$ cat config.mk
export PLATFORM = sky130hd
export DESIGN_NAME = bellek_erisim_denetleyici
export DESIGN_NICKNAME = d
export VERILOG_FILES = /design/src/rtl/bellek_erisim_denetleyici.sv
export SDC_FILE = /design/constraint.sdc
export NUM_CORES = 1
export LEC_CHECK = 0
export ABC_AREA = 1
export BUFFER_PORTS_ARGS = -buffer_cell sky130_fd_sc_hd__buf_2
export CORE_ASPECT_RATIO = 1.5
export CORE_MARGIN = 1
export CORE_UTILIZATION = 35
export DETAILED_ROUTE_END_ITERATION = 16
export GPL_ROUTABILITY_DRIVEN = 0
export HOLD_SLACK_MARGIN = 0.15
export SLEW_MARGIN = 0
export SYNTH_ARGS = -nofsm -noshare
export SYNTH_HDL_FRONTEND = slang
export SYNTH_SLANG_ARGS = --single-unit
$ cat constraint.sdc
create_clock -name clk -period 3.6 [get_ports clk]
set_input_delay 0.54 -clock clk [delete_from_list [all_inputs] [get_ports clk]]
set_output_delay 0.54 -clock clk [all_outputs]
set_load 0.05 [all_outputs]
$ cat src/rtl/bellek_erisim_denetleyici.sv
// Load/store sequencer between the RV32I memory stage and a word-wide data memory.
// One request at a time: load = read, SB/SH = read-modify-write, SW = single write.
module bellek_erisim_denetleyici #(
  parameter int BELLEK_KELIME = 128
) (
  input  logic        clk,
  input  logic        rst,
  input  logic        istek_gecerli,
  output logic        istek_hazir,
  input  logic        istek_yaz,
  input  logic [1:0]  istek_boyut,
  input  logic        istek_isaretsiz,
  input  logic [31:0] istek_adres,
  input  logic [31:0] istek_veri,
  output logic        yanit_gecerli,
  output logic [31:0] yanit_veri,
  output logic        yanit_hata,
  output logic        bellek_oku,
  output logic        bellek_yaz,
  output logic [31:0] bellek_adres,
  output logic [31:0] bellek_yaz_veri,
  input  logic [31:0] bellek_oku_veri
);

  localparam logic [29:0] KELIME_SINIRI = 30'(BELLEK_KELIME);

  typedef enum logic [1:0] {BOSTA, OKU, YAZ, YANIT} durum_t;

  durum_t      durum_q;
  logic        yaz_q;
  logic [1:0]  boyut_q;
  logic        isaretsiz_q;
  logic [1:0]  ofset_q;
  logic [31:0] veri_q;
  logic [31:0] adres_q;
  logic [31:0] yaz_veri_q;
  logic [31:0] yanit_veri_q;
  logic        hata_q;

  logic        hata_d;
  logic [31:0] birlesik_d;
  logic [31:0] cikan_d;
  logic [7:0]  bayt;
  logic [15:0] yarim;

  // Request classification happens on the raw inputs, in the accept cycle.
  always_comb begin
    hata_d = 1'b0;
    case (istek_boyut)
      2'b01:   hata_d = istek_adres[0];
      2'b10:   hata_d = (istek_adres[1:0] != 2'b00);
      2'b11:   hata_d = 1'b1;
      default: hata_d = 1'b0;
    endcase
    if (istek_adres[31:2] >= KELIME_SINIRI) begin
      hata_d = 1'b1;
    end
  end

  always_comb begin
    birlesik_d = bellek_oku_veri;
    if (boyut_q == 2'b00) begin
      case (ofset_q)
        2'd0:    birlesik_d[7:0]   = veri_q[7:0];
        2'd1:    birlesik_d[15:8]  = veri_q[7:0];
        2'd2:    birlesik_d[23:16] = veri_q[7:0];
        default: birlesik_d[31:24] = veri_q[7:0];
      endcase
    end else if (ofset_q[1]) begin
      birlesik_d[31:16] = veri_q[15:0];
    end else begin
      birlesik_d[15:0] = veri_q[15:0];
    end
  end

  always_comb begin
    case (ofset_q)
      2'd0:    bayt = bellek_oku_veri[7:0];
      2'd1:    bayt = bellek_oku_veri[15:8];
      2'd2:    bayt = bellek_oku_veri[23:16];
      default: bayt = bellek_oku_veri[31:24];
    endcase
    yarim = ofset_q[1] ? bellek_oku_veri[31:16] : bellek_oku_veri[15:0];
    case (boyut_q)
      2'b00:   cikan_d = {{24{~isaretsiz_q & bayt[7]}}, bayt};
      2'b01:   cikan_d = {{16{~isaretsiz_q & yarim[15]}}, yarim};
      default: cikan_d = bellek_oku_veri;
    endcase
  end

  always_ff @(posedge clk or negedge rst) begin
    if (!rst) begin
      durum_q      <= BOSTA;
      yaz_q        <= 1'b0;
      boyut_q      <= 2'b00;
      isaretsiz_q  <= 1'b0;
      ofset_q      <= 2'b00;
      veri_q       <= '0;
      adres_q      <= '0;
      yaz_veri_q   <= '0;
      yanit_veri_q <= '0;
      hata_q       <= 1'b0;
    end else begin
      case (durum_q)
        BOSTA: begin
          if (istek_gecerli) begin
            yaz_q        <= istek_yaz;
            boyut_q      <= istek_boyut;
            isaretsiz_q  <= istek_isaretsiz;
            ofset_q      <= istek_adres[1:0];
            veri_q       <= istek_veri;
            yanit_veri_q <= '0;
            hata_q       <= hata_d;
            if (hata_d) begin
              durum_q <= YANIT;
            end else begin
              adres_q <= {istek_adres[31:2], 2'b00};
              if (istek_yaz && istek_boyut == 2'b10) begin
                yaz_veri_q <= istek_veri;
                durum_q    <= YAZ;
              end else begin
                durum_q <= OKU;
              end
            end
          end
        end
        OKU: begin
          // Sub-word stores merge into the word just read; loads extract from it.
          if (yaz_q) begin
            yaz_veri_q <= birlesik_d;
            durum_q    <= YAZ;
          end else begin
            yanit_veri_q <= cikan_d;
            durum_q      <= YANIT;
          end
        end
        YAZ: begin
          durum_q <= YANIT;
        end
        default: begin
          yanit_veri_q <= '0;
          hata_q       <= 1'b0;
          durum_q      <= BOSTA;
        end
      endcase
    end
  end

  assign istek_hazir     = rst & (durum_q == BOSTA);
  assign bellek_oku      = (durum_q == OKU);
  assign bellek_yaz      = (durum_q == YAZ);
  assign bellek_adres    = adres_q;
  assign bellek_yaz_veri = yaz_veri_q;
  assign yanit_gecerli   = (durum_q == YANIT);
  assign yanit_veri      = yanit_veri_q;
  assign yanit_hata      = hata_q;

endmodule

=== After elaboration in Yosys (flattened, before gate mapping) ===
Cells that the tools add are included.

* Order comparisons: 1
* Equal/unequal tests: 14
* Multiplexer cells: 27
* Bitwise logic cells: 7
* Reductions and logical operators: 13

{| class="wikitable"
|+ Operators with widths
! cell !! number
|-
| 2-to-1 mux 32 bit || 7
|-
| case mux 32 bit (2 select lines) || 2
|-
| case mux 32 bit (3 select lines) || 1
|-
| 2-to-1 mux 16 bit || 3
|-
| 2-to-1 mux 8 bit || 4
|-
| >= comparator 30 x 8 -> 1 bit (second input constant) || 1
|-
| case mux 8 bit (3 select lines) || 1
|-
| == test 2 bit (second input constant) || 5
|-
| == test 2 x 1 -> 1 bit (second input constant) || 4
|-
| != test 2 bit (second input constant) || 4
|-
| zero test 2 bit || 3
|-
| 2-to-1 mux 2 bit || 3
|-
| case mux 2 bit (3 select lines) || 1
|-
| AND reduction 3 bit || 2
|-
| AND reduction 5 bit || 1
|-
| inverter 1 bit || 4
|-
| AND reduction 2 bit || 2
|-
| nonzero test 2 bit || 2
|-
| AND 1 bit || 3
|-
| 2-to-1 mux 1 bit || 3
|-
| case mux 1 bit (3 select lines) || 1
|-
| OR reduction 3 bit || 1
|-
| != test 2 x 1 -> 1 bit (second input constant) || 1
|-
| case mux 1 bit (2 select lines) || 1
|-
| other kinds (2) || 2
|}

* Bits in registers: 119
* Bits of input ports: 103

=== Logic depth before layout (Yosys ltp) ===
* Word-level depth: 6
* Depth in mapped cells: 12
* Gate-level depth less buffers: 11

=== Worst setup path before layout ===
Ideal clock, no wire load.

* Path type: flip-flop to flip-flop
* Start point: reg durum_q[1]
* End point: reg yaz_veri_q[10] (netlist: bellek_yaz_veri[10])
* Library setup time: 0.119 ns
* Arrival time: 2.012 ns
* Required time: 3.481 ns
* Setup slack: 1.468 ns
* Cell stages (with the launch flop): 9
* Cells stage by stage: dfrtp_1 inv_1 ha_1 inv_2 a211oi_2 nand3_2 buf_2 nand2_1 nand2_1

* Word-level cells in the longest chain between the ends: 3
* Elaborated cells on any way between the ends: 9
* Classes of those cells: 5 x eq/ne; 1 x mux; 3 x reduce/logical

{| class="wikitable"
|+ RTL lines
! what !! RTL line !! source
|-
| from (decl) || 29 || <nowiki>durum_t durum_q;</nowiki>
|-
| from (signal assigned) || 93 || <nowiki>durum_q <= BOSTA;</nowiki>
|-
| from (signal assigned) || 115 || <nowiki>durum_q <= YANIT;</nowiki>
|-
| from (signal assigned) || 120 || <nowiki>durum_q <= YAZ;</nowiki>
|-
| == test 2 x 1 -> 1 bit (*) || - ||
|-
| named net bellek_oku || 18 || <nowiki>output logic bellek_oku,</nowiki>
|-
| != test 2 x 1 -> 1 bit (no line) or nonzero test 2 bit (tied branches) || - ||
|-
| AND reduction 5 bit (no line) || - ||
|-
| to (signal assigned) || 119 || <nowiki>yaz_veri_q <= istek_veri;</nowiki>
|-
| to (signal assigned) || 130 || <nowiki>yaz_veri_q <= birlesik_d;</nowiki>
|-
| to (decl) || 36 || <nowiki>logic [31:0] yaz_veri_q;</nowiki>
|}

Mark *: on every way through the listed nets, which the timed path passes. The rest lies on a longest branch.
A chain may end at the register's enable or synchronous reset.

=== Final worst setup path ===
* Start point: reg durum_q[1]
* End point: reg yaz_veri_q[20] (netlist: bellek_yaz_veri[20])

* Word-level cells in the longest chain between the ends: 3
* Elaborated cells on any way between the ends: 9
* Classes of those cells: 5 x eq/ne; 1 x mux; 3 x reduce/logical

{| class="wikitable"
|+ RTL lines
! what !! RTL line !! source
|-
| == test 2 x 1 -> 1 bit or zero test 2 bit (tied branches) || 104 || <nowiki>case (durum_q)</nowiki>
|-
| != test 2 x 1 -> 1 bit (no line), or another cell as far along || - ||
|-
| AND reduction 5 bit (no line) || - ||
|}

Several ways; a longest one is shown, not always the timed one.

==> metrics.yaml <==
power:
  p_leak_nw: 4.71
  pwr_density_cell_nw_per_um2: 981
  max-vdd-ir-drop_mv: 0.353
timing:
  finalMaxSlewViolations: 0
  relSlewSlack_pct: 50.3
  finalSetupTns_ns: 0
  holdWs_ns: 0.235
  rsz0062_at_grt: "false"
  clock-skew-final_ns: 0.00828
  tightest_slew_ns: 0.746
  period_share_pct: 77.0
  finalHoldViolCount: 0
  period_minus_slack_ns: 2.77
  setup_violations: 0
  max_freq_mhz: 361
cts:
  post_cts_buffers: 0
  root_buffer: "clkbuf_16"
  clock-sinks: 119
  htreeDepth: 4
  cts_hold_buf: 0
  cts_tree: "yes"
  cts_resized: 0
  clk_latency_ns: 0.42
  numCtsBuffers: 17
  clock_path_buffers: 2
  cts.clk_slew.worst_paths_ns: 0.06
setup_path:
  cp_max_fo: 33
  cp_slowest_stage_delay_ns: 0.59
  crit_path_start_kind: "flip-flop"
  crit_chain: "inv_1, ha_1, inv_2, nor2_1, a211oi_4, buf_4, nand3_2, nand2_1, nand2_1"
  cp.required_ns: 3.91
  crit_path_end_kind: "flip-flop"
  worst_path_most_repeated_cell: "nand2_1"
  rr_worst_depth: 9
  reg2reg_from: "durum_q[1]"
  regToRegSetupSlack_ns: 0.83
  endpoint: "bellek_yaz_veri[20]"
  cp_data_arrival_time_ns: 3.08
  slowest_stage: "nand3_2"
  rr_endpoint: "bellek_yaz_veri[20]"
  crit_path_start: "durum_q[1]"
  crit_type: "reg2reg"
run_status:
  status: "finished clean"
floorplanning:
  ios: 204
  start_util_pct: 35.9
  die_w_microns: 115
  core_sq_um: 18500
  die_y_microns: 171
  fp-row-count: 61
  die_area_sq_um: 19600
worst_hold_path:
  min_path_type: "in2async"
cells_and_area:
  fill_cells: 1948
  fin_nets: 1240
  area_delta_synth_final_pct: 27.7
  multiInputGateArea_sq_um: 3130
  diodes: 0
  drive_above_1_share_pct: 23.6
  seqCellArea_sq_um: 2980
place:
  portBuffers: 201
  post-dp-hpwl_microns: 15900
synthesis:
  yosysWarnings: 0
  syn_area_sq_um: 6660
  synth-seq-cells: 119
  synth.top_cell.area_share_pct: 44.7
  netlist_instances: 952
  synthDistinctLibCells: 30
  synthTopCellsByArea: "dfrtp_1 45%, nand2_1 21%, nand3_1 9.2%"
  yosysSeqAreaShare_pct: 44.7
  avgSynthCellArea_sq_um: 6.99
  synth_top_area_cell: "dfrtp_1"
global_routing:
  grt_max_degree: 120
  grt_pass1_vias: 6418
  antenna_found_initial: 1
  grt_pass1_wl_microns: 33700
  gr-total-overflow: 0
  track_usage_pct: 22.6
route:
  vias: 6761
  drt_iter0_markers: 378
  drt_first_pass_iters: 5
  wl_per_cell_microns: 15.4
  drc_errors: 0
  ant_nets: 0
  viasPerCell: 4.84
  drt_wl_total_microns: 21500
flow_run:
  cap_viol_max_count: 0
[cells by family after synthesis]
logic type | count (synthesis) | share of synthesized area, %
multiplexers | 2 | 0.320
flip-flops | 119 | 44.7
buffers and inverters | 138 | 8.44
adder cells (fa/ha/maj) | 4 | 0.752
AO/OA/AOI/OAI | 111 | 9.53
AND/OR/NAND/NOR | 577 | 36.2
other | 1 | 0.0563
[metrics by stage]
step,setup slack (ns),instances,power [W],utilization (%),instance area (sq um)
2_1_floorplan,1.47,953,0.00537,-,6660
3_3_place_gp,0.935,1366,0.00644,42.3,7850
3_5_place_dp,0.816,1366,0.00648,42.3,7850
4_1_cts,0.814,1398,0.00839,45.8,8500
5_1_grt,0.536,1398,0.00893,45.8,8500
6_report,0.827,1398,0.00834,45.8,8500
[worst max-delay path: cells and delay by family, from the launching register on]
kind / cells / cell delay [ns]
AOI/OAI and AO/OA: 1 / 0.22
adders and majority gates: 1 / 0.20
buffers and inverters: 3 / 0.78
DFF: 1 / 0.39
and+or+nand+nor: 4 / 1.03
[where the power goes]
part / internal [W] / switching, W / total, W / leakage (nW)
Sequential: 0.00175 / 0.000420 / 0.00217 / 1.43
Clock: 0.00120 / 0.000684 / 0.00188 / 0.315
Combinational: 0.00116 / 0.00314 / 0.00430 / 2.96
Total: 0.00410 / 0.00425 / 0.00834 / 4.71
[routing by layer]
metal  track usage (%)  wire (microns)  vias up
met3              4.43            1270       40
met5                 0              10        -
met2              38.4           10700      243
met4              11.6             806        2
met1              26.9            8750     3084
li1                  -               -     3392
[layout make-up]
cell class,instances,share of cell area [%]
clock inverter,14,2.46
clock buffer,18,5.17
timing repair buffer,211,12.9
sequential,119,35.0
tap,252,3.71
inverter,88,3.89
multi-input combinational,696,36.8
[cell usage after synthesis]
cell      number
buf_4          4
buf_1          5
nand3_1      123
ha_1           4
o21bai_1       1
a211oi_2       1
mux2i_1        1
clkbuf_1      18
nand3_4        1
a31oi_1        1
nand2_2        3
nor2_1        63
dfrtp_1      119
nor3_1         1
or2_2          6
o21ai_1        3
nor2_2         4
a21oi_1       19
o221ai_1       6
conb_1         1
nand3_2        1
inv_1         82
mux2_2         1
nand4_4        1
nand2_1      372
o211ai_1      18
o21ai_0       62
nor2_4         2
inv_2          6
buf_2         23
[worst min path at each step]
stage / start / endpoint / slack [ns] / cells past startpoint
6_report: rst / bellek_yaz_veri[23] / 0.23 / 2
5_1_grt: istek_adres[8] / bellek_adres[8] / 0.31 / 3
4_1_cts: istek_adres[8] / bellek_adres[8] / 0.31 / 3
3_5_place_dp: bellek_yaz_veri[10] / bellek_yaz_veri[10] / 0.45 / 2
3_3_place_gp: bellek_adres[2] / bellek_adres[2] / 0.45 / 2
2_1_floorplan: rst / bellek_adres[10] / 0.24 / 0
[cell usage in the layout, fill, tap and decap left out, types with 6 or more instances in the layout]
master     count
a21oi_1       19
buf_2        200
buf_4         10
clkbuf_16     17
dfrtp_1      118
inv_1         82
inv_2          6
inv_6          6
nand2_1      372
nand3_1      123
nor2_1        63
o211ai_1      18
o21ai_0       62
o221ai_1       6
or2_2          6
[flip-flops by register name (all words and copies together) (netlist names)]
name,cells
bellek_yaz_veri,32
yaz_q,1
isaretsiz_q,1
ofset_q,2
bellek_adres,30
boyut_q,2
durum_q,2
yanit_hata,1
veri_q,16
yanit_veri,32
Power figures use the tool's default switching activity.
